## config.mk

```make
export PLATFORM = sky130hd
export DESIGN_NAME = ball_ctrl
export DESIGN_NICKNAME = d
export VERILOG_FILES = /design/src/rtl/brick_pkg.sv /design/src/rtl/ball_ctrl_axis_step.sv /design/src/rtl/ball_ctrl.sv
export SDC_FILE = /design/constraint.sdc
export NUM_CORES = 1
export LEC_CHECK = 0
export CAP_MARGIN = 20
export CORE_MARGIN = 2
export CORE_UTILIZATION = 25
export DETAILED_ROUTE_END_ITERATION = 10
export PLACE_DENSITY = 0.49
export REMOVE_ABC_BUFFERS = 1
export SETUP_SLACK_MARGIN = 0.05
export SYNTH_ARGS = -nofsm -noshare
export SYNTH_HDL_FRONTEND = slang
export SYNTH_HIERARCHICAL = 1
export SYNTH_SLANG_ARGS = --single-unit
```

## constraint.sdc

```tcl
create_clock -name clk -period 5.51 [get_ports clk]
set_input_delay 1.3775 -clock clk [delete_from_list [all_inputs] [get_ports clk]]
set_output_delay 1.3775 -clock clk [all_outputs]
set_load 0.01 [all_outputs]
```

## src/rtl/brick_pkg.sv

```systemverilog
// Shared playfield geometry and ball sequencer state encoding, used by the
// ball controller, the collision checker and the draw FSM.
package brick_pkg;

  localparam int SCREEN_W = 160;
  localparam int SCREEN_H = 120;
  localparam int PADDLE_Y = 110;
  localparam int PADDLE_W = 16;

  typedef enum logic [2:0] {
    ST_SERVE     = 3'd0,
    ST_WAIT_TICK = 3'd1,
    ST_CHECK     = 3'd2,
    ST_MOVE      = 3'd3,
    ST_MISS      = 3'd4,
    ST_OVER      = 3'd5
  } ball_state_t;

endpackage

```

## src/rtl/ball_ctrl_axis_step.sv

```systemverilog
// One-axis position stepper: pos +/- STEP, saturating to [0, LIMIT].
// Sums are formed in 9 bits so that underflow and overflow are seen before
// the clamp. ovf flags a forward step that would pass LIMIT.
module axis_step #(
  parameter int STEP  = 1,
  parameter int LIMIT = 159
) (
  input  logic [7:0] pos,
  input  logic       dir,
  output logic [7:0] next_pos,
  output logic       ovf
);

  logic [8:0] sum;
  logic [8:0] diff;

  // Saturating add/subtract selected by direction.
  always_comb begin
    sum      = {1'b0, pos} + 9'(STEP);
    diff     = {1'b0, pos} - 9'(STEP);
    next_pos = pos;
    ovf      = 1'b0;
    if (dir) begin
      if (sum > 9'(LIMIT)) begin
        next_pos = 8'(LIMIT);
        ovf      = 1'b1;
      end else begin
        next_pos = sum[7:0];
      end
    end else begin
      if (diff[8]) next_pos = 8'd0;
      else         next_pos = diff[7:0];
    end
  end

endmodule

```

## src/rtl/ball_ctrl.sv

```systemverilog
// Frame-rate ball sequencer: parks the ball on the paddle until serve, then
// per frame tick samples collision flags, bounces, and moves the ball.
// Detects bottom-edge misses, counts lives and raises game over.
//
// state      | meaning
// -----------+-----------------------------------------------------------
// SERVE      | ball parked on paddle centre, waiting for serve
// WAIT_TICK  | ball live, waiting for next frame tick
// CHECK      | apply hit_x / hit_y from the collision checker to direction
// MOVE       | step position with updated directions; detect bottom miss
// MISS       | lose a life, re-park or end the game
// OVER       | game over, everything frozen until reset
module ball_ctrl #(
  parameter int SCREEN_W = brick_pkg::SCREEN_W,
  parameter int SCREEN_H = brick_pkg::SCREEN_H,
  parameter int PADDLE_Y = brick_pkg::PADDLE_Y,
  parameter int PADDLE_W = brick_pkg::PADDLE_W,
  parameter int SPEED    = 1,
  parameter int LIVES    = 3
) (
  input  logic       clk,
  input  logic       resetn,
  input  logic       frame_tick,
  input  logic       serve,
  input  logic [7:0] paddle_x,
  input  logic       hit_x,
  input  logic       hit_y,
  output logic [7:0] ball_x,
  output logic [7:0] ball_y,
  output logic       dir_x,
  output logic       dir_y,
  output logic [2:0] lives,
  output logic       in_play,
  output logic       game_over,
  output logic       moved
);

  import brick_pkg::*;

  localparam logic [7:0] PARK_Y = 8'(PADDLE_Y - 1);

  ball_state_t state, state_next;
  logic [7:0]  ball_x_next, ball_y_next;
  logic        dir_x_next, dir_y_next;
  logic [2:0]  lives_next;
  logic        in_play_next, game_over_next, moved_next;
  logic [7:0]  step_x, step_y;
  logic        ovf_x, ovf_y;

  // Paddle centre, clamped so a paddle near the right edge keeps the ball on screen.
  function automatic logic [7:0] park_x(input logic [7:0] px);
    logic [8:0] s;
    s = {1'b0, px} + 9'(PADDLE_W / 2);
    if (s > 9'(SCREEN_W - 1)) return 8'(SCREEN_W - 1);
    return s[7:0];
  endfunction

  axis_step #(.STEP(SPEED), .LIMIT(SCREEN_W - 1)) u_step_x (
    .pos      (ball_x),
    .dir      (dir_x),
    .next_pos (step_x),
    .ovf      (ovf_x)
  );

  axis_step #(.STEP(SPEED), .LIMIT(SCREEN_H - 1)) u_step_y (
    .pos      (ball_y),
    .dir      (dir_y),
    .next_pos (step_y),
    .ovf      (ovf_y)
  );

  // State and all outputs are registered; reset is synchronous.
  always_ff @(posedge clk) begin
    if (!resetn) begin
      state     <= ST_SERVE;
      ball_x    <= park_x(paddle_x);
      ball_y    <= PARK_Y;
      dir_x     <= 1'b1;
      dir_y     <= 1'b0;
      lives     <= 3'(LIVES);
      in_play   <= 1'b0;
      game_over <= 1'b0;
      moved     <= 1'b0;
    end else begin
      state     <= state_next;
      ball_x    <= ball_x_next;
      ball_y    <= ball_y_next;
      dir_x     <= dir_x_next;
      dir_y     <= dir_y_next;
      lives     <= lives_next;
      in_play   <= in_play_next;
      game_over <= game_over_next;
      moved     <= moved_next;
    end
  end

  // Next-state and next-output logic; every value holds unless a state changes it.
  always_comb begin
    state_next     = state;
    ball_x_next    = ball_x;
    ball_y_next    = ball_y;
    dir_x_next     = dir_x;
    dir_y_next     = dir_y;
    lives_next     = lives;
    in_play_next   = in_play;
    game_over_next = game_over;
    moved_next     = 1'b0;

    case (state)
      ST_SERVE: begin
        ball_x_next  = park_x(paddle_x);
        ball_y_next  = PARK_Y;
        in_play_next = 1'b0;
        if (serve) begin
          dir_x_next   = 1'b1;
          dir_y_next   = 1'b0;
          in_play_next = 1'b1;
          state_next   = ST_WAIT_TICK;
        end
      end
      ST_WAIT_TICK: begin
        if (frame_tick) state_next = ST_CHECK;
      end
      ST_CHECK: begin
        dir_x_next = dir_x ^ hit_x;
        dir_y_next = dir_y ^ hit_y;
        state_next = ST_MOVE;
      end
      ST_MOVE: begin
        ball_x_next = step_x;
        moved_next  = 1'b1;
        // A downward step past the bottom row is a miss; y is left where it was.
        if (dir_y && ovf_y) begin
          state_next = ST_MISS;
        end else begin
          ball_y_next = step_y;
          state_next  = ST_WAIT_TICK;
        end
      end
      ST_MISS: begin
        in_play_next = 1'b0;
        lives_next   = (lives != 3'd0) ? lives - 3'd1 : 3'd0;
        if (lives <= 3'd1) begin
          game_over_next = 1'b1;
          state_next     = ST_OVER;
        end else begin
          ball_x_next = park_x(paddle_x);
          ball_y_next = PARK_Y;
          state_next  = ST_SERVE;
        end
      end
      ST_OVER: begin
        game_over_next = 1'b1;
        in_play_next   = 1'b0;
      end
      default: state_next = ST_SERVE;
    endcase
  end

endmodule
```

Yosys cells after proc, flatten, opt, wreduce, memory -nomap -nowiden
Index checks and enable logic that the tools add are counted.
Word-level totals
  output and inout bits: 24
  bits of input ports: 14
  register bits after elaboration: 27
Operators by class
  reductions and logical operators: 13
  order comparisons: 4
  bitwise logic cells: 3
  muxes and demuxes: 38
  add/subtract/negate cells: 6
  equality and inequality tests: 12
Operator list (count)
  8-bit two-way mux: 14
  8-bit case mux with 3 select lines: 2
  8-bit by 1-bit adder with 9-bit output, second input constant: 2
  9-bit by 8-bit > comparator with 1-bit output, second input constant: 2
  3-bit case mux with 6 select lines: 1
  8-bit by 1-bit subtractor with 9-bit output, second input constant: 2
  3-bit two-way mux: 5
  1-bit two-way mux: 12
  2-bit != test, second input constant: 5
  8-bit by 4-bit adder with 9-bit output, second input constant: 1
  9-bit by 7-bit > comparator with 1-bit output, second input constant: 1
  1-bit case mux with 2 select lines: 4
  3-bit by 2-bit equality test with 1-bit output, second input constant: 2
  3-bit equality test, second input constant: 2
  2-bit AND reduction: 3
  3-bit AND reduction: 2
  2-bit nonzero test: 3
  3-bit nonzero test: 2
  4-bit by 1-bit != test with 1-bit output, second input constant: 1
  3-bit by 1-bit equality test with 1-bit output, second input constant: 1
  3-bit by 1-bit <= comparator with 1-bit output, second input constant: 1
  3-bit zero test: 1
  3-bit != test, second input constant: 1
  3-bit by 1-bit subtractor with 3-bit output, second input constant: 1
  4 further kinds: 5

Logic depth before layout (Yosys ltp)
  depth after elaboration: 9
  mapped depth: 11

Modules after synthesis
The synthesis kept the hierarchy.
By module, submodules not included
  ball_ctrl: sequential area each 620.6 um^2, area each 1328.8 um^2, cells each 142, instances 1
  axis_step (u_step_x): sequential area each 0.0 um^2, area each 511.7 um^2, cells each 74, instances 1
  axis_step (u_step_y): sequential area each 0.0 um^2, area each 445.4 um^2, cells each 71, instances 1

Worst setup path after synthesis
Ideal clock, no wire load.
  path type: input port to flip-flop
  start point: input paddle_x[3]
  end point: register ball_x[3], data pin
  stages on the path: 6
  path buffers: 0
  arrival time: 2.265 ns
  setup slack: 2.972 ns
  library setup time: 0.273 ns
  data required time: 5.237 ns
  cells stage by stage: inv_1 -> ha_1 -> nor2_1 -> nor2_1 -> o21ai_0 -> a31oi_1
On the way
  longest elaborated chain between the ends: 9
Ends and longest elaborated chain
  start: declaration: RTL line ball_ctrl.sv:25  | input logic [7:0] paddle_x,
  8-bit by 4-bit adder with 9-bit output *: RTL line ball_ctrl.sv:53  | s = {1'b0, px} + 9'(PADDLE_W / 2);
  9-bit by 8-bit > comparator with 1-bit output: RTL line ball_ctrl.sv:54  | if (s > 9'(SCREEN_W - 1)) return 8'(SCREEN_W - 1);
  1-bit two-way mux: RTL line ball_ctrl.sv:54
  1-bit two-way mux: RTL line ball_ctrl.sv:143  | if (lives <= 3'd1) begin
  1-bit two-way mux: RTL line ball_ctrl.sv:109  | case (state)
  8-bit two-way mux: RTL line ball_ctrl.sv:55  | return s[7:0];
  8-bit two-way mux: RTL line ball_ctrl.sv:143
  8-bit case mux with 3 select lines: RTL line ball_ctrl.sv:109
  8-bit two-way mux *: RTL line ball_ctrl.sv:74  | if (!resetn) begin
  end signal: assignment: RTL line ball_ctrl.sv:76  | ball_x <= park_x(paddle_x);
  end signal: assignment: RTL line ball_ctrl.sv:86  | ball_x <= ball_x_next;
  end: declaration: RTL line ball_ctrl.sv:28  | output logic [7:0] ball_x,
Every way passes the cells marked *; elsewhere a longest branch is shown, timed or not. The select of a mux whose other input is x is not followed.
A chain may end at the register's enable or synchronous reset.

Worst setup path after layout
  start point: input paddle_x[3]
  end point: register ball_x[4], data pin
The elaborated chain is that of the path after synthesis.

==> impl_summary.log <==
INFO  metric clock_latency_reported_for_the_late_side_of_the_worst_skew_pair = 0.28 ns
INFO  metric viasPerCell = 5.23
INFO  metric antenna_cells_inserted = 0
INFO  metric hpwlAfterDp = 4.34 mm
INFO  metric layout_common_cells = 37 x clkdlybuf4s50_1, 31 x nor2_1, 23 x nand2_1
INFO  metric finalWirelength = 5.85 mm
INFO  metric fin_crit = 3.14 ns
INFO  metric grt_antenna_before_repair = 0
INFO  metric htree_levels = 1
INFO  metric number_of_cells_traversed_by_the_worst_register_to_register_path = 9
INFO  metric finish.net_count = 338
INFO  metric crit_path_arrival_time = 3.15 ns
INFO  metric power.leakage = 0.939 nW
INFO  metric die-height = 99.5 um
INFO  metric finalSetupTns = 0 ns
INFO  metric final_critical_path_setup_slack = 2.37 ns
INFO  metric grt_setup_unrepaired = false
INFO  metric first_global_vias = 1969
INFO  metric cts_max_path_buffers = 2
INFO  metric floorplan.core_area = 8810 um^2
INFO  metric cp_max_fo = 8
INFO  metric via_count = 2200
INFO  metric numCtsBuffers = 3
INFO  metric holdWs = 0.504 ns
INFO  metric num-fill-cells = 945
INFO  metric r2r_slack = 2.78 ns
INFO  metric clkSlewWorstSetupHoldPaths = 0.10 ns
INFO  metric min-delay-start = in_play
INFO  metric critPathRequiredTime = 5.52 ns
INFO  metric hold_path_class = flop to flop
INFO  metric clock_tree_from_tritoncts = yes
INFO  metric worst_r2r_endpoint = ball_y[7]
INFO  metric layout_cells_sized_above_1 = 7.35%
INFO  metric drtIter0Drc = 114
INFO  metric finalSetupViolations = 0
INFO  metric grt_overflow_total = 0
INFO  metric worst-setup-path-type = input pin to flop
INFO  metric timing.hold.worst_endpoint = in_play
INFO  metric layout.cells.non_filler = 421
INFO  metric grt_max_degree = 22
INFO  metric post-place-cells = 416
INFO  metric numClockSinks = 27
INFO  metric cts-resized-gates = 0
INFO  metric io_pins = 38
INFO  metric post-cts-setup-buffer-count = 0
INFO  metric drv.max_cap_violation_count = 0
INFO  metric numPortBuffers = 37
INFO  metric grt_pass1_wl = 9.60 mm
INFO  metric footprint_of_the_multi_input_gates = 1550 um^2
INFO  metric post_cts_hold_buffer_count = 0
INFO  metric yosys_warnings = 6
INFO  metric finalHoldViolCount = 0
INFO  metric area.growth.synth_to_final = 21.3%
INFO  metric fin_worst_skew = 0.00708 ns
INFO  metric power_density = 176 nW/um^2
INFO  metric std_cell_rows = 34
INFO  metric status = completed
INFO  metric worstSetupEndpointType = flop
INFO  metric fin_crit_sh = 56.9%
INFO  metric clock_tree.root_cell = clkbuf_8
INFO  metric worst_slew_margin_rel = 54.5%
INFO  metric design.die.area = 9910 um^2
INFO  metric syn-mean-instance-area = 7.98 um^2
INFO  metric route.detailed.drc = 0
INFO  metric finalMaxSlewViolations = 0
INFO  metric gate_count_post_synth = 286
INFO  metric pre_cts_slack = 2.08 ns
INFO  metric seq_area = 621 um^2
INFO  metric detail_route.first_pass.iterations = 4
INFO  metric worst_slew_pin_slew = 0.682 ns
INFO  metric syn-cell-area = 2280 um^2
INFO  metric post_drt_wl_per_cell = 13.9 um
INFO  metric startpoint_type = input pin
INFO  metric initial_standard_cell_utilization_of_the_core = 25.9%
INFO  metric timing.fmax = 319 MHz
INFO  metric gr-usage-all-layers = 11.7%
INFO  metric antenna_violating_nets_post_route = 0
INFO  metric hold_path_depth = 2
INFO  metric r2r-start = ball_y[2]
INFO  metric report.power.total = 0.486 mW
INFO  metric overall_die_width = 99.5 um
INFO  metric place_congestion = 0.802
INFO  metric layout_commonest_cell = clkdlybuf4s50_1
INFO  metric irDropWorstVdd = 79.2 uV
flip-flops by register name (all words and copies together) (netlist names):
signal	flops
ball_x	8
ball_y	8
dir_x	1
dir_y	1
game_over	1
in_play	1
lives	3
moved	1
state	3
area by class of cell:
class,instances,share of cell area [%]
well taps,108,4.88
clock buffers,4,1.63
inverters,12,1.63
flip-flops and latches,27,22.4
repair buffers,38,13.6
multi-input cells,232,55.8
where the power goes:
part	switching [mW]	internal (mW)	total (mW)
logic	0.0638	0.0627	0.127
clock network	0.0652	0.0520	0.117
registers	0.0263	0.216	0.243
total	0.155	0.331	0.486
worst max path at each step:
stage / end / from / cells after the start / slack [ns]
6_report: ball_x[4] / paddle_x[3] / 7 / 2.37
5_1_grt: ball_y[2] / resetn / 5 / 2.19
4_1_cts: ball_y[2] / resetn / 5 / 2.37
3_5_place_dp: ball_y[2] / resetn / 5 / 2.08
3_3_place_gp: ball_x[4] / paddle_x[3] / 7 / 2.14
2_1_floorplan: ball_x[3] / paddle_x[3] / 6 / 2.97
through the flow:
stage | instance area [um^2] | util (%)
detailed placement | 2720 | 30.8
CTS | 2760 | 31.4
finish | 2770 | 31.4
global placement | 2720 | 30.8
floorplan | 2210 | -
global route | 2770 | 31.4
metal layers:
metal / GRT usage (%) / vias to the layer above / routed length, um
met5: 0 / - / 0
met4: 3.58 / 0 / 65
met3: 1.55 / 8 / 182
met2: 19.5 / 45 / 2820
met1: 15.8 / 1035 / 2780
li1: - / 1112 / -
critical path, stage by stage:
cell and delay (ns):
clkdlybuf4s50_1 0.63, inv_1 0.08, ha_1 0.31, nor2_1 0.10, nor2_1 0.04, o21ai_0 0.46
a31oi_1 0.15
(Power assumes the default switching activity.)
